[config.mk]
export PLATFORM = sky130hd
export DESIGN_NAME = int_ctrl
export DESIGN_NICKNAME = d
export VERILOG_FILES = /design/src/rtl/int_ctrl_pkg.sv /design/src/rtl/int_ctrl_prio_pick.sv /design/src/rtl/int_ctrl.sv
export SDC_FILE = /design/constraint.sdc
export NUM_CORES = 1
export LEC_CHECK = 0
export BUFFER_PORTS_ARGS = -buffer_cell sky130_fd_sc_hd__buf_4
export CAP_MARGIN = 10
export CORE_UTILIZATION = 42
export CTS_BUF_LIST = sky130_fd_sc_hd__clkbuf_16
export DETAILED_ROUTE_END_ITERATION = 8
export HOLD_SLACK_MARGIN = 0.08
export PLACE_DENSITY = 0.76
export REMOVE_ABC_BUFFERS = 1
export SETUP_SLACK_MARGIN = 0.4
export SLEW_MARGIN = 20
export SYNTH_ARGS = -nofsm -noshare
export SYNTH_HDL_FRONTEND = slang
export SYNTH_SLANG_ARGS = --single-unit
[constraint.sdc]
create_clock -name clk -period 1.37 [get_ports clk]
set_input_delay 0.2055 -clock clk [delete_from_list [all_inputs] [get_ports clk]]
set_output_delay 0.2055 -clock clk [all_outputs]
set_load 0.02 [all_outputs]
[src/rtl/int_ctrl_pkg.sv]
// Shared constants for the CP0-side interrupt path: exception codes, interrupt width
// and the word offsets of the interrupt controller register window.
package int_ctrl_pkg;

    // CP0 Cause.ExcCode values
    localparam logic [4:0] EXC_INT  = 5'd0;
    localparam logic [4:0] EXC_ADEL = 5'd4;
    localparam logic [4:0] EXC_ADES = 5'd5;
    localparam logic [4:0] EXC_SYS  = 5'd8;
    localparam logic [4:0] EXC_BP   = 5'd9;
    localparam logic [4:0] EXC_RI   = 5'd10;
    localparam logic [4:0] EXC_OV   = 5'd12;

    // Matches the CP0 HWInt width
    localparam int N_IRQ = 6;

    localparam logic [1:0] OFF_MODE   = 2'd0;
    localparam logic [1:0] OFF_ENABLE = 2'd1;
    localparam logic [1:0] OFF_PEND   = 2'd2;
    localparam logic [1:0] OFF_INSERV = 2'd3;

    typedef logic [N_IRQ-1:0] irq_vec_t;

endpackage

[src/rtl/int_ctrl_prio_pick.sv]
// Combinational fixed-priority selector: one-hot grant of the top requester and the
// mask of every line at or below that requester's priority.
module int_ctrl_prio_pick
    import int_ctrl_pkg::*;
#(
    parameter bit PRIO_LOW_FIRST = 1'b1
) (
    input  logic [N_IRQ-1:0] req_i,
    output logic [N_IRQ-1:0] grant_o,
    output logic [N_IRQ-1:0] below_o
);

    irq_vec_t req_ord;
    irq_vec_t grant_ord;
    irq_vec_t below_ord;

    genvar gi;

    // Reorder so index 0 is always the highest priority, then isolate the lowest set bit.
    generate
        for (gi = 0; gi < N_IRQ; gi++) begin : g_ord
            localparam int LINE = PRIO_LOW_FIRST ? gi : (N_IRQ - 1 - gi);
            assign req_ord[gi]  = req_i[LINE];
            assign grant_o[LINE] = grant_ord[gi];
            assign below_o[LINE] = below_ord[gi];
        end
    endgenerate

    assign grant_ord = req_ord & (~req_ord + irq_vec_t'(1));
    // Zero grant yields an all-zero mask because ~(0 - 1) wraps to zero.
    assign below_ord = ~(grant_ord - irq_vec_t'(1));

endmodule

[src/rtl/int_ctrl.sv]
// Interrupt aggregator in front of CP0 HWInt: per-line sync and level/edge capture,
// sticky pending bits, and fixed-priority nesting through an in-service register.
module int_ctrl
    import int_ctrl_pkg::*;
#(
    parameter logic [N_IRQ-1:0] SYNC_MASK      = 6'b111000,
    parameter bit               PRIO_LOW_FIRST = 1'b1
) (
    input  logic             clk,
    input  logic             reset,
    input  logic [N_IRQ-1:0] irq_in,
    input  logic             int_ack,
    input  logic [1:0]       bus_addr,
    input  logic             bus_we,
    input  logic [31:0]      bus_wdata,
    output logic [31:0]      bus_rdata,
    output logic [N_IRQ-1:0] hwint,
    output logic             in_service
);

    irq_vec_t sync_val;
    irq_vec_t prev_q;
    irq_vec_t edge_det;

    irq_vec_t mode_q, mode_d;
    irq_vec_t enable_q, enable_d;
    irq_vec_t pend_q, pend_d;
    irq_vec_t inserv_q, inserv_d;
    irq_vec_t hwint_q, hwint_d;

    irq_vec_t ack_sel;
    irq_vec_t eoi_sel;
    irq_vec_t blk;
    irq_vec_t w1c;
    irq_vec_t ack_clr;
    logic     ack_fire;
    logic     eoi;

    irq_vec_t unused_ack_below;
    irq_vec_t unused_eoi_below;
    irq_vec_t unused_blk_grant;
    logic     unused_wdata;

    genvar gi;

    // Asynchronous sources get a two-flop chain; on-chip sources are used as-is.
    generate
        for (gi = 0; gi < N_IRQ; gi++) begin : g_line
            if (SYNC_MASK[gi]) begin : g_sync
                logic [1:0] chain_q;
                always_ff @(posedge clk) begin
                    if (reset) begin
                        chain_q <= 2'b00;
                    end else begin
                        chain_q <= {chain_q[0], irq_in[gi]};
                    end
                end
                assign sync_val[gi] = chain_q[1];
            end else begin : g_direct
                assign sync_val[gi] = irq_in[gi];
            end
        end
    endgenerate

    assign edge_det = sync_val & ~prev_q;

    int_ctrl_prio_pick #(.PRIO_LOW_FIRST(PRIO_LOW_FIRST)) u_pick_ack (
        .req_i   (hwint_q),
        .grant_o (ack_sel),
        .below_o (unused_ack_below)
    );

    int_ctrl_prio_pick #(.PRIO_LOW_FIRST(PRIO_LOW_FIRST)) u_pick_blk (
        .req_i   (inserv_q),
        .grant_o (unused_blk_grant),
        .below_o (blk)
    );

    int_ctrl_prio_pick #(.PRIO_LOW_FIRST(PRIO_LOW_FIRST)) u_pick_eoi (
        .req_i   (inserv_q),
        .grant_o (eoi_sel),
        .below_o (unused_eoi_below)
    );

    assign unused_wdata = ^bus_wdata[31:N_IRQ];

    assign ack_fire = int_ack & (|hwint_q);
    assign eoi      = bus_we && (bus_addr == OFF_INSERV);
    assign w1c      = (bus_we && (bus_addr == OFF_PEND)) ? bus_wdata[N_IRQ-1:0] : '0;
    assign ack_clr  = ack_fire ? (ack_sel & mode_q) : '0;

    always_comb begin
        mode_d   = mode_q;
        enable_d = enable_q;
        if (bus_we && (bus_addr == OFF_MODE)) begin
            mode_d = bus_wdata[N_IRQ-1:0];
        end
        if (bus_we && (bus_addr == OFF_ENABLE)) begin
            enable_d = bus_wdata[N_IRQ-1:0];
        end

        // Edge lines latch (a new edge beats any clear); level lines mirror the source.
        pend_d = (mode_q & (edge_det | (pend_q & ~w1c & ~ack_clr)))
               | (~mode_q & sync_val);

        // EOI retires the current top bit before the ack bit is added.
        inserv_d = inserv_q & ~(eoi ? eoi_sel : '0);
        if (ack_fire) begin
            inserv_d = inserv_d | ack_sel;
        end

        hwint_d = pend_q & enable_q & ~blk;
    end

    always_ff @(posedge clk) begin
        if (reset) begin
            prev_q   <= '0;
            mode_q   <= '0;
            enable_q <= '0;
            pend_q   <= '0;
            inserv_q <= '0;
            hwint_q  <= '0;
        end else begin
            prev_q   <= sync_val;
            mode_q   <= mode_d;
            enable_q <= enable_d;
            pend_q   <= pend_d;
            inserv_q <= inserv_d;
            hwint_q  <= hwint_d;
        end
    end

    always_comb begin
        bus_rdata = '0;
        case (bus_addr)
            OFF_MODE:   bus_rdata[N_IRQ-1:0] = mode_q;
            OFF_ENABLE: bus_rdata[N_IRQ-1:0] = enable_q;
            OFF_PEND:   bus_rdata[N_IRQ-1:0] = pend_q;
            default:    bus_rdata[N_IRQ-1:0] = inserv_q;
        endcase
    end

    assign hwint      = hwint_q;
    assign in_service = |inserv_q;

endmodule

==> impl_results.md <==
- Unrepaired setup endpoints after global routing: yes
- Sequential power share: 0.478
- Failing checks: negative setup slack
- Area Growth Syn to Fin: 38.8%
- Final period util: 1.31
- Global-route wire length before repair: roughly 6.3 mm
- Yosys reg bits: 42
- Die X: 68.2 um
- Vias in the first global route: approximately 1,300
- Most frequent cells in the layout: 29 x buf_4, 28 x dfxtp_1, 26 x conb_1
- Peak VDD IR: between 0.9 and 1 mV
- Max Root-Sink Buffers: 2
- P_sw: 639 uW
- Clk network pwr share: 0.413
- Achievable frequency: around 0.56 GHz
- Maxcap violations: 0
- # nets final: 280
- CTS tree: yes
- Starting Density: 0.447
- Placed cell area: a little over 2000 um2
- CTS Hold Buffers Added: 0
- 1st-pass router iterations: 4
- Clock Latency Late Sink: 0.28 ns
- Hpwl dp: 2.50 mm
- Vias per Instance: approximately 5.0
- Routed Antenna Nets: 0
- Final setup fails: 16
- Global route overflow: 0
- IO Port Bufs: 30
- Die area: 4650 um2
- Ys flop type: dfxtp_1
- GR Util All Layers: 0.189
- Final hold vios: 0
- Root buf cell: clkbuf_16
- Worst setup margin: -0.426 ns
- Max incr delay on CP: 0.44 ns
- Post-synthesis cell count: around 180
- CTS Buf Count: 5
- Slew Limit Fails: 0
- Core area: between 4000 and 5000 um2
- Cell Area, Synth: ~1800 um2
- Rows: 23
- Kind of critical path: reg2out
- Int Pwr: between 2000 and 2500 uW
- Antenna violations before repair: 0
- WL/cell: around 16 um
- Post-synthesis sequential area ratio: 0.457
- CTS Sinks: 42
- Logic pwr share: 0.109
- Die height: just under 70 um
- Largest net degree at the start of global routing: between 40 and 50
- Global placer's final weighted congestion: between 0.7 and 0.8
- Layout cells sized above 1: 0.407
- Switching share of total power: 0.241
- Post-synth cell types: 33
- Power Density: 1040 nW/um2
- Critical Path Sink Type: primary output
- CP cell instances: or3_4 -> or4_4 -> buf_6
- CP Launch Type: register
- CP Max Fanout: 2
- Fin crit period: 1.80 ns
- Clk_skew: 0.00689 ns
- Status: finished, violations left
- N_diodes: 0
- Via count: 1,441
- Tightest Hold Check Type: in2reg
- Commonest non-fill, non-tap cell in the layout: buf_4
- Req. time, crit path: about 1.2 ns
- Drt initial violations: 76
- Design area: 2550 um2
- Worst Path Arrival: approximately 1.6 ns
- DRC violation count after routing: 0
- Aggregate routed wire length: 4.44 mm
- P_leak: about 0.0011 uW
- Share of synthesized registers carrying an async set or reset: 0
- H-tree Lvls: 2
- Post-synth EDFFs: 0
- Setup TNS: -2.20 ns
- Synth Warn #: 0
- Clock slew at reported path FFs: ~0.06 ns
- Slowest-stage cell, CP: or4_4
- Average size of a mapped cell: a little over 10 um2
- Ports: 83
## power by group through the flow
stage | logic, uW | registers [uW] | clock network, uW
2_1_floorplan | 148 | 1300 | 0
3_3_place_gp | 256 | 1300 | 0
3_5_place_dp | 257 | 1300 | 0
4_1_cts | 274 | 1270 | 1110
5_1_grt | 310 | 1270 | 1160
6_report | 289 | 1270 | 1100
## final timing paths
kind | cells after the start | start | to | slack [ns]
worst min-delay path | 2 | irq_in[4] | g_line[4].g_sync.chain_q[0] | 0.14
worst min register to register | 1 | g_line[5].g_sync.chain_q[0] | g_line[5].g_sync.chain_q[1] | 0.43
worst max register to register | 6 | inserv_q[2] | inserv_q[4] | -0.18
worst max-delay path | 3 | inserv_q[2] | in_service | -0.43
## logic make-up (layout without fill, tap and decap cells)
logic type,count (synthesis),count (layout),share of synthesized area
and+or+nand+nor,69,69,0.207
muxes,18,18,0.139
buffers and inverters,33,61,0.121
DFF,42,42,0.457
other,1,26,0.00204
AOI/OAI and AO/OA,20,20,0.0735
## state kept, by name (all words and copies together), names as in the netlist
| name | count |
|---|---|
| prev_q | 6 |
| hwint | 6 |
| mode_q | 6 |
| enable_q | 6 |
| inserv_q | 6 |
| g_line.g_sync.chain_q | 6 |
| pend_q | 6 |
## through the flow
stage / worst slack, ns / util / power, uW / hold WS (ns) / std cells
after floorplan: -0.157 / - / 1450 / 0.275 / 175
after global placement: -0.115 / 0.504 / 1560 / 0.417 / 265
after detailed placement: -0.121 / 0.504 / 1560 / 0.425 / 265
after CTS: -0.405 / 0.586 / 2660 / 0.139 / 280
after global routing: -0.453 / 0.620 / 2750 / 0.135 / 286
final: -0.426 / 0.620 / 2660 / 0.138 / 286
## Yosys cell counts, drive strengths merged (2+ instances only)
master,number,area share
dfxtp,42,0.46
buf,28,0.11
nand2,21,0.043
nor2,16,0.033
mux2i,12,0.065
nor2b,12,0.041
a21oi,7,0.019
mux4,6,0.073
clkbuf,5,0.010
a22o,4,0.019
nand3b,4,0.016
a211oi,3,0.012
o21ai,3,0.0082
a32o,2,0.011
nor3b,2,0.011
nor4,2,0.0068
or4,2,0.010
## worst max-delay path, delay by kind of cell (launching register included)
| kind | cells | cell delay (ns) |
|---|---|---|
| flip-flops | 1 | 0.33 |
| AND/OR/NAND/NOR | 2 | 0.82 |
| buffers and inverters | 1 | 0.15 |
## area by class of cell
cell class	instances	area, um2
multi-input cells	133	987
well taps	50	62.6
repair buffers	54	499
clock buffers	5	125
clock inverters	2	7.51
flip-flops and latches	42	871
fillers	349	1560
## routing by layer
metal  track usage  routed length [um]  vias up
met5             0                   0        -
met4        0.0807                  57        0
met3        0.0583                 190        7
met2         0.289                2270       48
met1         0.245                1920      696
li1              -                   -      690
## repair_timing
| action | CTS | global route |
|---|---|---|
| pin swaps | 16 | 9 |
| endpoints found under the setup margin | 24 | 30 |
| buffers inserted | 8 | 6 |
| gates resized for setup | 47 | 21 |
Power figures use the tool's default switching activity.
